`src/rtl/cpu_ctrl_pkg.sv`:
```
// rtl/cpu_ctrl_pkg.sv - opcode constants, sequencer states and instruction classes
package cpu_ctrl_pkg;

  localparam logic [4:0] OP_LD   = 5'b00000;
  localparam logic [4:0] OP_LDI  = 5'b00001;
  localparam logic [4:0] OP_ST   = 5'b00010;
  localparam logic [4:0] OP_ADD  = 5'b00011;
  localparam logic [4:0] OP_SUB  = 5'b00100;
  localparam logic [4:0] OP_AND  = 5'b00101;
  localparam logic [4:0] OP_OR   = 5'b00110;
  localparam logic [4:0] OP_SHR  = 5'b00111;
  localparam logic [4:0] OP_SHRA = 5'b01000;
  localparam logic [4:0] OP_SHL  = 5'b01001;
  localparam logic [4:0] OP_ROR  = 5'b01010;
  localparam logic [4:0] OP_ROL  = 5'b01011;
  localparam logic [4:0] OP_ADDI = 5'b01100;
  localparam logic [4:0] OP_ANDI = 5'b01101;
  localparam logic [4:0] OP_ORI  = 5'b01110;
  localparam logic [4:0] OP_MUL  = 5'b01111;
  localparam logic [4:0] OP_DIV  = 5'b10000;
  localparam logic [4:0] OP_NEG  = 5'b10001;
  localparam logic [4:0] OP_NOT  = 5'b10010;
  localparam logic [4:0] OP_BR   = 5'b10011;
  localparam logic [4:0] OP_JR   = 5'b10100;
  localparam logic [4:0] OP_IN   = 5'b10110;
  localparam logic [4:0] OP_OUT  = 5'b10111;
  localparam logic [4:0] OP_MFHI = 5'b11000;
  localparam logic [4:0] OP_MFLO = 5'b11001;
  localparam logic [4:0] OP_NOP  = 5'b11010;
  localparam logic [4:0] OP_HALT = 5'b11011;

  typedef enum logic [3:0] {
    ST_RST, ST_T0, ST_T1, ST_T2, ST_T3, ST_T4, ST_T5, ST_T6, ST_T7, ST_HALTED
  } state_t;

  typedef enum logic [3:0] {
    CLS_REG_ALU, CLS_IMM_ALU, CLS_UNARY, CLS_MULDIV, CLS_LDI, CLS_LD, CLS_ST,
    CLS_BR, CLS_JR, CLS_IN, CLS_OUT, CLS_MFHI, CLS_MFLO, CLS_NOP, CLS_HALT
  } instr_class_t;

  // Final execute step of each class; Stop and halt are resolved on this step.
  function automatic state_t last_step(instr_class_t c);
    case (c)
      CLS_REG_ALU, CLS_IMM_ALU, CLS_LDI: last_step = ST_T5;
      CLS_UNARY:                         last_step = ST_T4;
      CLS_MULDIV, CLS_BR:                last_step = ST_T6;
      CLS_LD, CLS_ST:                    last_step = ST_T7;
      default:                           last_step = ST_T3;
    endcase
  endfunction

endpackage

```
`src/rtl/ctrl_opcode_class.sv`:
```
// rtl/ctrl_opcode_class.sv - combinational opcode to instruction-class decoder
module ctrl_opcode_class
  import cpu_ctrl_pkg::*;
(
  input  logic [4:0] opcode,
  output logic [3:0] op_class
);

  always_comb begin
    op_class = CLS_NOP;
    case (opcode)
      OP_ADD, OP_SUB, OP_AND, OP_OR, OP_SHR, OP_SHRA, OP_SHL, OP_ROR, OP_ROL:
        op_class = CLS_REG_ALU;
      OP_ADDI, OP_ANDI, OP_ORI: op_class = CLS_IMM_ALU;
      OP_NEG, OP_NOT:           op_class = CLS_UNARY;
      OP_MUL, OP_DIV:           op_class = CLS_MULDIV;
      OP_LDI:                   op_class = CLS_LDI;
      OP_LD:                    op_class = CLS_LD;
      OP_ST:                    op_class = CLS_ST;
      OP_BR:                    op_class = CLS_BR;
      OP_JR:                    op_class = CLS_JR;
      OP_IN:                    op_class = CLS_IN;
      OP_OUT:                   op_class = CLS_OUT;
      OP_MFHI:                  op_class = CLS_MFHI;
      OP_MFLO:                  op_class = CLS_MFLO;
      OP_HALT:                  op_class = CLS_HALT;
      default:                  op_class = CLS_NOP;
    endcase
  end

endmodule

```
`src/rtl/control_sequencer.sv`:
```
// rtl/control_sequencer.sv - fetch/execute control FSM driving datapath strobes
module control_sequencer
  import cpu_ctrl_pkg::*;
#(
  parameter int IR_WIDTH = 32,
  parameter int OPC_LSB  = 27
) (
  input  logic                Clock,
  input  logic                Reset,
  input  logic                Stop,
  input  logic [IR_WIDTH-1:0] IR,
  input  logic                CON,
  output logic                Run,
  output logic                HIin, LOin, PCin, MDRin, Zin, Yin, MARin, IRin, CONin, OUTPORTin,
  output logic                HIout, LOout, ZHIout, ZLOout, PCout, MDRout, INPORTout, Cout,
  output logic                Gra, Grb, Grc, Rin, Rout, BAout,
  output logic                Read, Write, IncPC
);

  localparam logic [IR_WIDTH-1:0] OPC_MASK = {{(IR_WIDTH-5){1'b0}}, 5'h1f} << OPC_LSB;

  state_t       state, next_state;
  logic [3:0]   op_class;
  instr_class_t cls;
  logic         ir_unused;

  assign ir_unused = ^(IR & ~OPC_MASK);

  ctrl_opcode_class u_class (
    .opcode   (IR[OPC_LSB+4:OPC_LSB]),
    .op_class (op_class)
  );

  assign cls = instr_class_t'(op_class);

  always_ff @(posedge Clock) begin
    if (Reset) state <= ST_RST;
    else       state <= next_state;
  end

  always_comb begin
    next_state = state;
    Run = 1'b0;
    case (state)
      ST_RST:    next_state = ST_T0;
      ST_HALTED: next_state = ST_HALTED;
      default: begin
        Run = 1'b1;
        if (state == last_step(cls))
          next_state = (cls == CLS_HALT || Stop) ? ST_HALTED : ST_T0;
        else
          next_state = state_t'(state + 4'd1);
      end
    endcase
  end

  always_comb begin
    {HIin, LOin, PCin, MDRin, Zin, Yin, MARin, IRin, CONin, OUTPORTin} = '0;
    {HIout, LOout, ZHIout, ZLOout, PCout, MDRout, INPORTout, Cout}    = '0;
    {Gra, Grb, Grc, Rin, Rout, BAout, Read, Write, IncPC}             = '0;
    case (state)
      ST_T0: begin PCout = 1'b1; MARin = 1'b1; IncPC = 1'b1; Zin = 1'b1; end
      ST_T1: begin ZLOout = 1'b1; PCin = 1'b1; Read = 1'b1; MDRin = 1'b1; end
      ST_T2: begin MDRout = 1'b1; IRin = 1'b1; end
      ST_T3: begin
        case (cls)
          CLS_REG_ALU, CLS_IMM_ALU: begin Grb = 1'b1; Rout = 1'b1; Yin = 1'b1; end
          CLS_UNARY:  begin Grb = 1'b1; Rout = 1'b1; Zin = 1'b1; end
          CLS_MULDIV: begin Gra = 1'b1; Rout = 1'b1; Yin = 1'b1; end
          CLS_LDI, CLS_LD, CLS_ST: begin Grb = 1'b1; BAout = 1'b1; Yin = 1'b1; end
          CLS_BR:     begin Gra = 1'b1; Rout = 1'b1; CONin = 1'b1; end
          CLS_JR:     begin Gra = 1'b1; Rout = 1'b1; PCin = 1'b1; end
          CLS_IN:     begin INPORTout = 1'b1; Gra = 1'b1; Rin = 1'b1; end
          CLS_OUT:    begin Gra = 1'b1; Rout = 1'b1; OUTPORTin = 1'b1; end
          CLS_MFHI:   begin HIout = 1'b1; Gra = 1'b1; Rin = 1'b1; end
          CLS_MFLO:   begin LOout = 1'b1; Gra = 1'b1; Rin = 1'b1; end
          default: ;
        endcase
      end
      ST_T4: begin
        case (cls)
          CLS_REG_ALU: begin Grc = 1'b1; Rout = 1'b1; Zin = 1'b1; end
          CLS_IMM_ALU, CLS_LDI, CLS_LD, CLS_ST: begin Cout = 1'b1; Zin = 1'b1; end
          CLS_UNARY:   begin ZLOout = 1'b1; Gra = 1'b1; Rin = 1'b1; end
          CLS_MULDIV:  begin Grb = 1'b1; Rout = 1'b1; Zin = 1'b1; end
          CLS_BR:      begin PCout = 1'b1; Yin = 1'b1; end
          default: ;
        endcase
      end
      ST_T5: begin
        case (cls)
          CLS_REG_ALU, CLS_IMM_ALU, CLS_LDI: begin ZLOout = 1'b1; Gra = 1'b1; Rin = 1'b1; end
          CLS_MULDIV:     begin ZLOout = 1'b1; LOin = 1'b1; end
          CLS_LD, CLS_ST: begin ZLOout = 1'b1; MARin = 1'b1; end
          CLS_BR:         begin Cout = 1'b1; Zin = 1'b1; end
          default: ;
        endcase
      end
      ST_T6: begin
        case (cls)
          CLS_MULDIV: begin ZHIout = 1'b1; HIin = 1'b1; end
          CLS_LD:     begin Read = 1'b1; MDRin = 1'b1; end
          CLS_ST:     begin Gra = 1'b1; Rout = 1'b1; MDRin = 1'b1; end
          // A not-taken branch still spends this cycle, just with no strobes.
          CLS_BR:     begin ZLOout = CON; PCin = CON; end
          default: ;
        endcase
      end
      ST_T7: begin
        case (cls)
          CLS_LD: begin MDRout = 1'b1; Gra = 1'b1; Rin = 1'b1; end
          CLS_ST: Write = 1'b1;
          default: ;
        endcase
      end
      default: ;
    endcase
  end

endmodule
```
`config.mk`:
```
export PLATFORM = sky130hd
export DESIGN_NAME = control_sequencer
export DESIGN_NICKNAME = d
export VERILOG_FILES = /design/src/rtl/cpu_ctrl_pkg.sv /design/src/rtl/ctrl_opcode_class.sv /design/src/rtl/control_sequencer.sv
export SDC_FILE = /design/constraint.sdc
export NUM_CORES = 1
export LEC_CHECK = 0
export ABC_AREA = 1
export CAP_MARGIN = 20
export CORE_MARGIN = 4
export CORE_UTILIZATION = 37
export DETAILED_ROUTE_END_ITERATION = 10
export PLACE_DENSITY = 0.8
export SYNTH_ARGS = -nofsm -noshare
export SYNTH_HDL_FRONTEND = slang
export SYNTH_HIERARCHICAL = 1
export SYNTH_SLANG_ARGS = --single-unit
```
`constraint.sdc`:
```
create_clock -name Clock -period 2.8 [get_ports Clock]
set_clock_uncertainty 0.05 [all_clocks]
set_input_delay 0.56 -clock Clock [delete_from_list [all_inputs] [get_ports Clock]]
set_output_delay 0.56 -clock Clock [all_outputs]
set_load 0.01 [all_outputs]
```
# After elaboration in Yosys (flattened, before gate mapping)
# Memories as Yosys holds them, arrays and structs flattened.
# Cells that the tools add are included.
# word_totals
regBits	4
mem_bits_ro	160
in_bits	36
output_inout_bits	28
word_cells	95
n_memories	2
# op_classes
add_sub_neg	1
n_eq_ne	23
mux	54
reduce_logical	14
# mem_list
name	words	word_bits	rd	rd_ports_with_merged_regs	wr	line	rtl
(name not given)	32	4	1	0	0	ctrl_opcode_class.sv:11	case (opcode)
(name not given)	8	4	1	0	0	cpu_ctrl_pkg.sv:43	case (c)
# op_table
cell	n
$mux 1	35
$eq 4x3->1 const B	8
$eq 4x4->1 const B	8
$eq 4x2->1 const B	4
$mux 4	4
$pmux 1 s2	8
$reduce_or 7->1	2
$pmux 1 s4	3
$reduce_or 6->1	2
$reduce_or 3->1	3
$eq 4x1->1 const B	2
$logic_not 4->1	2
$pmux 4 s2	1
$pmux 1 s3	2
$reduce_or 2->1	3
$pmux 1 s5	1
$add 4x1->4 const B	1
$eq 4x4->1	1
$reduce_or 4->1	1
$logic_or 1x1->1	1

# Logic depth before layout (Yosys ltp)
# An unclocked memory read counts as a cell.
# logic_depth
depth_word	7
depth_mapped	20
mapped_depth_nobuf	20

# Modules after synthesis
# Netlist, hierarchy kept.
# by_module_without_submodules
module	n_inst	cells_per_inst	area_per_inst_um2	seq_area_each_um2
control_sequencer	1	151	830.8	80.1
ctrl_opcode_class	1	36	205.2	0.0

# Least setup slack after synthesis
# OpenSTA, ideal clock, no wires.
# synth_path
kind	input -> output
startpoint	in IR[27]
endpoint	out Gra
arrival_ns	2.160
t_required_ns	2.190
path_slack_ns	0.030
path_stages	13
path_buffers	0
cell_sequence	inv_1 ha_1 o21ai_0 nand2_1 a21oi_1 inv_1 ha_1 nand2_2 inv_1 nand2_1 o211ai_1 o21ai_1 nand4_1
# synth_between
elab_chain_cells	5
elab_cells_between_ends	22
classes_between	eq/ne (12); mux (6); reduce/logical (3); memory (1)
# synth_rtl
item	line	rtl
start: declaration	control_sequencer.sv:11	input logic [IR_WIDTH-1:0] IR,
$mem_v2 32x4 *	--	
via cls[0]	control_sequencer.sv:24	instr_class_t cls;
$eq 4x3->1 (tied with other cells)	control_sequencer.sv:66	case (cls)
$reduce_or 7->1 (no source line) or $reduce_or 3->1 (tied branches)	--	
$mux 1, on equally long branches	control_sequencer.sv:66, control_sequencer.sv:91	
$pmux 1 s5 *	control_sequencer.sv:61	case (state)
end: declaration	control_sequencer.sv:16	output logic Gra, Grb, Grc, Rin, Rout, BAout,
# Mark *: on every way through the listed nets, which the timed path passes. The rest lies on a longest branch.

# Final worst setup path
# layout_path
startpoint	in IR[27]
endpoint	out Rin
# layout_between
elab_chain_cells	5
elab_cells_between_ends	16
classes_between	eq/ne (7); mux (5); reduce/logical (3); memory (1)
# layout_rtl
item	line	rtl
$mem_v2 32x4 *	--	
via cls[1]	control_sequencer.sv:24	
$eq 4x1->1 (tied with other cells)	control_sequencer.sv:91	case (cls)
$reduce_or 3->1	--	
$mux 1, on equally long branches	control_sequencer.sv:91, control_sequencer.sv:66	
$pmux 1 s4 *	control_sequencer.sv:61	
end: declaration	control_sequencer.sv:16	
# Marked as above.

==> reports/summary.log <==
qor: outcome.outcome complete, but fails checks
qor: outcome.failed_checks setup timing
qor: drt.via_per_inst 5.26
qor: clock_network.numClockSinks 4
qor: drt.drt-pass1-iter-count 4
qor: cells_and_area.multiInputGateArea 1060 sq um
qor: logic_synthesis.ys_seq_area_frac 0.0773
qor: global_route.grt-ovfl-total 0
qor: cells_and_area.largest_registers_in_the_final_layout state x4
qor: cells_and_area.drive_gt1_frac 0.554
qor: logic_synthesis.synthDominantCellAreaShare 0.188
qor: logic_synthesis.synth-warning-count 6
qor: critical_path.cp.arrival 2320 ps
qor: critical_path.cp_data_required_time 2190 ps
qor: drt.avgRoutedWirePerCell 14.5 um
qor: sta.finalMaxSlewViolations 0
qor: place.routabilityCongestion 0.914
qor: logic_synthesis.synthTopCellsByArea sky130_fd_sc_hd__nand2_1, sky130_fd_sc_hd__ha_1, sky130_fd_sc_hd__inv_1, sky130_fd_sc_hd__nand3_1, sky130_fd_sc_hd__dfxtp_1
qor: sta.timing.final.ws_setup -126 ps
qor: global_route.grt_start_max_net_pins 13
qor: die.design.die.area 3710 sq um
qor: critical_path.crit_path_top_delay_cell sky130_fd_sc_hd__clkdlybuf4s15_2
qor: clock_network.root_buffer sky130_fd_sc_hd__clkbuf_4
qor: job.drv.max_cap_violation_count 0
qor: power.net_switching_power_of_the_design 0.213 mW
qor: critical_path.endpoint_kind primary output
qor: drt.route.antenna.remaining_nets 0
qor: cells_and_area.n_antenna_cell 0
qor: power.power.density 247 nW/um^2
qor: die.placementRows 18
qor: logic_synthesis.synth.cell_area 1040 sq um
qor: global_route.first_pass_grt_wire_length 6.17 mm
qor: critical_path.timing.setup.critical_path_class primary input to primary output
qor: drt.drc_errors 0
qor: sta.tightest_slew 335 ps
qor: power.power.switching_fraction 0.457
qor: critical_path.crit_path_start_kind primary input
qor: sta.period_share 1.04
qor: drt.drt_iter0_drcs 104
qor: die.floorplan.core_area 2570 sq um
qor: logic_synthesis.ys_ff_latch 4
qor: critical_path.cells_along_the_critical_path buf_8 -> buf_4 -> ha_4 -> o21ai_2 -> nand2_1 -> nand2_2 -> nand2_4 -> inv_4 -> ha_4 -> nand2_2 -> a31oi_1 -> nor2_1 -> nand4_1 -> clkdlybuf4s15_2
qor: clock_network.clkTransAtPathRegs 40 ps
qor: clock_network.cts_tree built
qor: die.boundaryPins 64
qor: sta.maxClockFrequency 342 MHz
qor: logic_synthesis.cells_after_synthesis 187
qor: sta.maxSlewHeadroom 0.776
qor: cells_and_area.layout.filler_cells 189
qor: cells_and_area.top_register state
qor: global_route.grt_antenna_before_repair 0
qor: global_route.first_global_vias 1442
qor: global_route.track_usage 0.215
qor: drt.postRouteWirelength 4.18 mm
qor: drt.dr_total_vias 1514
qor: place.pre_cts_slack -1100 ps
qor: clock_network.h-tree-depth 1
qor: place.sum_of_net_half_perimeters_after_detailed_placement 2.58 mm
qor: clock_network.cts_inserted_buffers 3
qor: die.die-width 60.9 um
qor: power.clock_power_share 0.160
qor: critical_path.critical-path-max-stage-delay 220 ps
qor: power.power.share.combinational 0.695
qor: power.finalPower 0.467 mW
qor: critical_path.critPathMaxFanout 4
qor: cells_and_area.sequential_cell_area 80.1 sq um
qor: cells_and_area.final_nets 308
qor: sta.rsz_0062_raised_after_global_routing yes
qor: cells_and_area.largest_register_ffs 4
qor: place.buffer_ports.inserted 36
qor: sta.finalSetupTns -732 ps
qor: hold_path.timing.hold.worst.class flop to flop
qor: clock_network.worst_skew_pair.late_latency 240 ps
qor: sta.finalSetupViolations 11
qor: sta.finalCriticalPeriod 2930 ps
qor: cells_and_area.layout-area-overhead-vs-synth 82.2%
qor: logic_synthesis.syn-num-nets 235
qor: sta.timing.final.hold_violations 0
qor: logic_synthesis.yosysUniqueCellTypes 27
qor: power.int_pwr 0.253 mW
qor: place.placed_area 1640 sq um
qor: power.vdd_ir_drop_max 0.000222 V
qor: power.leakagePower 0.970 nW
qor: sta.hold-worst-slack 562 ps
qor: die.die_h 60.9 um
qor: die.start_util 0.404
qor: cells_and_area.finalInstanceArea 1890 sq um
qor: logic_synthesis.yosysTopAreaCell sky130_fd_sc_hd__nand2_1
qor: logic_synthesis.post_synth.cell_area_avg 5.54 sq um
qor: power.power_frac_seq 0.145
qor: clock_network.maximum_clock_path_buffer_count 2
## area by class of cell
type                            instances  share of cell area
Clock buffer                            3              0.0119
Tap cell                               30              0.0199
Multi-Input combinational cell        145               0.564
Timing Repair Buffer                   72               0.286
Sequential cell                         4              0.0424
Inverter                               34              0.0755
## placed cells by master, fill, tap and decap left out, drive strengths merged, types with 2 or more instances in the layout
cell / synthesis / layout
buf: 4 / 55
nand2: 54 / 54
inv: 34 / 34
nor2: 25 / 25
nand3: 18 / 18
ha: 12 / 12
o21ai: 10 / 10
clkbuf: 0 / 9
clkdlybuf4s50: 0 / 6
o211ai: 6 / 6
a21oi: 5 / 5
nand4: 4 / 4
dfxtp: 4 / 4
clkdlybuf4s15: 0 / 3
a31oi: 3 / 3
nor3: 3 / 3
dlygate4sd2: 0 / 2
## final timing paths
kind	from	to	slack, ps	depth (start not counted)
worst min register to register	state[0]	state[0]	560	1
worst max register to register	state[3]	state[3]	1360	11
worst min-delay path	state[0]	state[0]	560	1
worst max-delay path	IR[27]	Rin	-130	14
## cell families (layout without fill, tap and decap cells)
group | count (synthesis) | after routing | share of synthesized area
buffers and inverters | 38 | 109 | 0.153
AO/OA/AOI/OAI | 26 | 26 | 0.168
AND/OR/NAND/NOR | 105 | 105 | 0.440
flip-flops | 4 | 4 | 0.0773
XOR/XNOR | 2 | 2 | 0.0169
adder cells (fa/ha/maj) | 12 | 12 | 0.145
## worst max-delay path, delay by kind of cell
kind	cells	cell delay, ps
fa+ha+maj	2	330
simple gates	6	520
buf+inv	4	550
compound gates	2	330
## stage by stage
step | utilization | cells
floorplan | - | 187
global placement | 0.637 | 280
detailed placement | 0.637 | 280
CTS | 0.710 | 287
global route | 0.735 | 288
finish | 0.735 | 288
## power groups by stage
| stage | registers, mW | clock network, mW | logic [mW] |
|---|---|---|---|
| after floorplan | 0.0666 | 0 | 0.134 |
| after global placement | 0.0679 | 0 | 0.241 |
| after detailed placement | 0.0685 | 0 | 0.245 |
| after CTS | 0.0674 | 0.0754 | 0.286 |
| after global routing | 0.0683 | 0.0791 | 0.350 |
| final | 0.0679 | 0.0747 | 0.324 |
## synthesized netlist by cell type
master,n
sky130_fd_sc_hd__xnor2_1,1
sky130_fd_sc_hd__nor2_2,4
sky130_fd_sc_hd__o211ai_1,3
sky130_fd_sc_hd__dfxtp_1,4
sky130_fd_sc_hd__a21oi_2,1
sky130_fd_sc_hd__a31oi_1,3
sky130_fd_sc_hd__o211ai_2,3
sky130_fd_sc_hd__a31o_2,1
sky130_fd_sc_hd__nand4_1,4
sky130_fd_sc_hd__nor3_1,3
sky130_fd_sc_hd__o21ai_0,5
sky130_fd_sc_hd__o31ai_1,1
sky130_fd_sc_hd__nand2_2,2
sky130_fd_sc_hd__a21oi_1,4
sky130_fd_sc_hd__buf_2,1
sky130_fd_sc_hd__xor2_1,1
sky130_fd_sc_hd__o21ai_1,5
sky130_fd_sc_hd__nand2_1,52
sky130_fd_sc_hd__inv_2,8
sky130_fd_sc_hd__buf_4,2
sky130_fd_sc_hd__buf_6,1
sky130_fd_sc_hd__nor2_1,20
sky130_fd_sc_hd__nor2_4,1
sky130_fd_sc_hd__and3_1,1
sky130_fd_sc_hd__ha_1,12
sky130_fd_sc_hd__nand3_1,18
sky130_fd_sc_hd__inv_1,26
## routing by layer
metal	vias up	track usage	share of wire
li1	744	-	-
met1	684	0.252	0.39
met2	76	0.400	0.53
met3	10	0.0128	0.059
met4	0	0.0867	0.024
met5	-	0	0
## timing repair
item / 4_1_cts / 5_1_grt
hold buffers: 0 / 0
buffers inserted: 4 / 2
setup endpoints to repair: 29 / 25
resized for setup: 145 / 51
pin swaps: 15 / 35
(Power assumes the default switching activity.)
==> variant 1 (same flow settings) <==
Put a register stage on the output `PCout`, cleared by the reset. The value now appears one clock later. The other outputs are not delayed to match.
--- a/src/rtl/control_sequencer.sv
+++ b/src/rtl/control_sequencer.sv
@@ -20,2 +20,4 @@
   localparam logic [IR_WIDTH-1:0] OPC_MASK = {{(IR_WIDTH-5){1'b0}}, 5'h1f} << OPC_LSB;
+
+  logic PCout_d;
 
@@ -58,6 +60,6 @@
     {HIin, LOin, PCin, MDRin, Zin, Yin, MARin, IRin, CONin, OUTPORTin} = '0;
-    {HIout, LOout, ZHIout, ZLOout, PCout, MDRout, INPORTout, Cout}    = '0;
+    {HIout, LOout, ZHIout, ZLOout, PCout_d, MDRout, INPORTout, Cout}    = '0;
     {Gra, Grb, Grc, Rin, Rout, BAout, Read, Write, IncPC}             = '0;
     case (state)
-      ST_T0: begin PCout = 1'b1; MARin = 1'b1; IncPC = 1'b1; Zin = 1'b1; end
+      ST_T0: begin PCout_d = 1'b1; MARin = 1'b1; IncPC = 1'b1; Zin = 1'b1; end
       ST_T1: begin ZLOout = 1'b1; PCin = 1'b1; Read = 1'b1; MDRin = 1'b1; end
@@ -85,3 +87,3 @@
           CLS_MULDIV:  begin Grb = 1'b1; Rout = 1'b1; Zin = 1'b1; end
-          CLS_BR:      begin PCout = 1'b1; Yin = 1'b1; end
+          CLS_BR:      begin PCout_d = 1'b1; Yin = 1'b1; end
           default: ;
@@ -119,2 +121,10 @@
 
+  always_ff @(posedge Clock) begin
+    if (Reset) begin
+      PCout <= '0;
+    end else begin
+      PCout <= PCout_d;
+    end
+  end
+
 endmodule
Check against the original RTL: not equivalent (a bounded check fails within 4 cycles, from zero or initial values and one cycle with Reset high).
==> variant 1 against the unedited design <==
- the run still ends with setup timing left
- first-iteration DRC count grew 47%
- area after synthesis is 7.9% higher
- final area rose by 10%
- routed wire length increased by 14%
- setup slack got worse by 120 ps
- power is 11% higher
- hold slack got worse by 45 ps
- sequential cell count up 1
- critical path type unchanged
==> variant 1: results (changes against the unedited design) <==
.. list-table::
   :header-rows: 1

   * - Metric
     - Value
   * - Filler Cell Count
     - 203 (+7.4%)
   * - Post-Route M1 WL
     - 1770 um (+8.1%)
   * - Net switching power of the design
     - 232 uW (+8.8%)
   * - Power in combinational cells
     - 352 uW (+8.6%)
   * - Registers with the most flip-flops
     - state x4, PCout x1
   * - Run status
     - finished, violations left
   * - Number of nets at the end of the flow
     - 324 (+5.2%)
   * - Measured slew at the worst slew-check pin
     - 300 ps (-35.0 ps)
   * - Synth top area cells
     - sky130_fd_sc_hd__nand2_1 16%, sky130_fd_sc_hd__ha_1 15%, sky130_fd_sc_hd__inv_1 11%
   * - Leakage power of the design
     - 0.00113 uW (+16%)
   * - Share of post-route cells with drive strength above 1
     - 55.5% (about the same)
   * - Worst setup margin
     - -245 ps (-119 ps)
   * - Met3 wire len
     - 359 um (+47%)
   * - Detail Route met2 WL
     - 2450 um (+11%)
   * - Via-per-instance ratio
     - 5.46 (+3.9%)
   * - Count of routing violations after the opening detailed-route iteration
     - 153 (+47%)
   * - Placement-stage cell area
     - 1730 sq um (+5.7%)
   * - Total of cells resized after clock tree synthesis
     - 155 (+6.9%)
   * - Per-cell routed wire length
     - 15.7 um (+8.0%)
   * - Via count of the first global-routing pass
     - 1520 (+5.4%)
   * - Violations in the final reports
     - setup timing
   * - Wire length of the first global-routing pass
     - 6440 um (+4.4%)
   * - Reg2Reg Setup Slack
     - 1250 ps (-110 ps)
   * - Met2 GRT Util
     - 36.2% (-3.8 points)
   * - Synthesized Nets
     - 240 (+2.1%)
   * - Half-perimeter wire length after placement
     - 2670 um (+3.5%)
   * - Met1 track utilization from global routing
     - 21.7% (-3.5 points)
   * - Top cells by instance count after synthesis
     - 47 x sky130_fd_sc_hd__nand2_1, 34 x sky130_fd_sc_hd__inv_1, 26 x sky130_fd_sc_hd__nor2_1
   * - Standard cell with the maximum stage delay on the critical path
     - sky130_fd_sc_hd__nor2_4
   * - # setup viols final
     - 17 (+6)
   * - Worst IR drop on VDD
     - 0.306 mV (+38%)
[variant 1: cells by family (layout without fill, tap and decap cells)]
logic type | Yosys count | after routing | share of synthesized area [%]
adders and majority gates | 13 | 13 | 14.6
xor gates and xnor gates | 3 | 3 | 2.35
buffers and inverters | 40 | 123 | 15.1
and+or+nand+nor | 111 | 111 | 48.5
AOI/OAI and AO/OA | 19 | 19 | 10.5
DFF | 5 | 5 | 8.96
[variant 1: final cells by class]
class                      count  area, sq um  area share, %
multi-input combinational    146         1140           54.6
timing repair buffer          82          627           30.1
inverter                      37          154           7.38
sequential                     5          100           4.80
tap                           31         38.8           1.86
clock buffer                   3         22.5           1.08
clock inverter                 1         5.00          0.240
[variant 1: per-stage QoR]
step                      TNS (ps)  worst slack [ps]  utilization, %  std cells
final                        -2290              -245            73.7        305
after global routing         -3800              -299            73.7        305
after CTS                     -732              -133            68.6        297
after detailed placement    -23640             -1070            61.1        285
after global placement      -22840             -1060            61.1        285
after floorplan                  0              3.74               -        191
==> variant 2 (same flow settings) <==
Without the edit above. Make the reset (`Reset`) asynchronous in one clocked block.
--- a/src/rtl/control_sequencer.sv
+++ b/src/rtl/control_sequencer.sv
@@ -35,3 +35,3 @@
 
-  always_ff @(posedge Clock) begin
+  always_ff @(posedge Clock or posedge Reset) begin
     if (Reset) state <= ST_RST;
Check against the original RTL: differs if Reset is asserted again (counterexample within 4 cycles, from zero or initial values and one cycle with Reset high); with Reset held inactive, the same outputs for 10 cycles.
==> variant 2 against the unedited design <==
- the run still ends with setup timing left
- fmax is 1.5% higher
- final area rose by 7.4%
- first-iteration DRC count is 23% higher
- sequential cell count is the same
- power is 13% lower
- routed wire length up 12%
- synthesized cell count is 1.6% higher
- sequential power shrank 14%
- utilization is 2.5 points lower
- area after synthesis rose by 11%
- setup slack better by 44 ps
- critical path depth increased by 2
- largest cell class unchanged
==> variant 2: results (changes against the unedited design) <==
.. list-table::
   :header-rows: 1

   * - Metric
     - Value
   * - 1st-pass router iterations
     - 5 (+1)
   * - Violations in the final reports
     - setup timing
   * - Count of yosys warnings during synthesis
     - 6 (unchanged)
   * - Maximum fanout encountered on the critical timing path
     - 3 (-1)
   * - Worst setup margin
     - -82.2 ps (+43.5 ps)
   * - Worst IR drop on VDD
     - 0.168 mV (-24%)
   * - Wire length of the first global-routing pass
     - 6790 um (+10%)
   * - Final non-filler cell total
     - 296 (+2.8%)
   * - Per-cell routed wire length
     - 15.8 um (+8.9%)
   * - Total Neg Setup Slack
     - -307 ps (+425 ps)
   * - Async SR Flop Fraction
     - 100% (+100 points)
   * - Standard cell with the maximum stage delay on the critical path
     - sky130_fd_sc_hd__ha_4
   * - Arrival time at the worst endpoint
     - 2270 ps (-50 ps)
   * - Slew headroom
     - 76.6% (-0.97 points)
   * - Cts bufs inserted
     - 3 (unchanged)
   * - Total Routing Usage GR
     - 20.3% (-1.1 points)
   * - Post-synth cell types
     - 33 (+22%)
   * - Most common flop cell mapped by yosys
     - sky130_fd_sc_hd__dfrtp_1
   * - Half-perimeter wire length after placement
     - 2890 um (+12%)
   * - Post-synthesis sequential area ratio
     - 8.74% (+1.0 points)
   * - # setup viols final
     - 7 (-4)
   * - Filler Cell Count
     - 211 (+12%)
   * - Classification of the worst-slack hold path
     - primary input to async pin
   * - R2R depth
     - 6 (-5)
   * - Synth top area cells
     - sky130_fd_sc_hd__nand2_1 17%, sky130_fd_sc_hd__ha_1 14%, sky130_fd_sc_hd__dfrtp_1 8.7%
   * - Placed insts
     - 286 (+2.1%)
   * - Run status
     - finished, violations left
   * - Share of post-route cells with drive strength above 1
     - 54.0% (-1.5 points)
   * - Synthesized Nets
     - 239 (+1.7%)
   * - Pin count of the biggest net entering global routing
     - 10 (-3)
   * - Total number of vias
     - 1667 (+10%)
   * - Gate count after technology mapping
     - 190 (+1.6%)
   * - Placement-stage cell area
     - 1750 sq um (+7.0%)
   * - Maximum cell stage delay along the critical path
     - 280 ps (+60 ps)
   * - Via count of the first global-routing pass
     - 1472 (+2.1%)
   * - Final estimated routing congestion in global placement
     - 0.952 (+4.1%)
-- variant 2: timing repair --
| action | CTS | global route |
|---|---|---|
| gates resized for setup | 148 | 54 |
| buffers inserted | 1 | 6 |
| pin swaps | 16 | 21 |
| endpoints found under the setup margin | 25 | 25 |
| hold buffers | 0 | 0 |
-- variant 2: report_power, final --
part / switching (uW) / leakage [uW] / internal (uW)
logic: 150 / 0.00108 / 122
clock network: 29.1 / 0.0000138 / 48.3
registers: 0 / 0.0000455 / 58.1
total: 179 / 0.00114 / 229
-- variant 2: stage by stage --
step	hold slack (ps)	power (uW)	setup slack [ps]
global placement	527	227	-1060
global route	466	430	-189
CTS	452	358	-13.8
detailed placement	526	233	-1090
finish	447	408	-82.2
floorplan	276	162	20.1
-- variant 2: critical path: cells and delay by family --
kind            cells  cell delay [ps]
buf+inv             6              510
simple gates        5              340
compound gates      3              420
fa+ha+maj           2              450
-- variant 2: how the worst max path moves through the flow --
stage	start	endpoint	slack [ps]	cells past startpoint
after floorplan	IR[27]	ZLOout	20	13
after global placement	IR[27]	Gra	-1060	15
after detailed placement	IR[28]	Gra	-1090	18
after CTS	IR[28]	Grb	-10	17
after global routing	IR[27]	Grb	-190	17
final	IR[28]	Grb	-80	16
-- variant 2: metal layers --
layer  GRT usage [%]  part of all wire, %  vias up
li1                -                    -      763
met1            22.8                   36      783
met2            39.8                   52       96
met3            3.02                  6.9       25
met4            4.31                  5.2        0
met5               0                    0        -
-- variant 2: area by class of cell --
type	instances	area [sq um]	area share, %
multi-input cells	148	1130	55.9
repair buffers	76	568	28.0
inverters	34	164	8.09
flip-flops and latches	4	100	4.94
well taps	31	38.8	1.91
clock buffers	3	22.5	1.11
-- variant 2: cells by family after synthesis --
| group | share of synthesized area [%] |
|---|---|
| adder cells (fa/ha/maj) | 14.2 |
| AND/OR/NAND/NOR | 48.2 |
| AO/OA/AOI/OAI | 10.8 |
| XOR/XNOR | 2.30 |
| buffers and inverters | 15.7 |
| flip-flops | 8.74 |
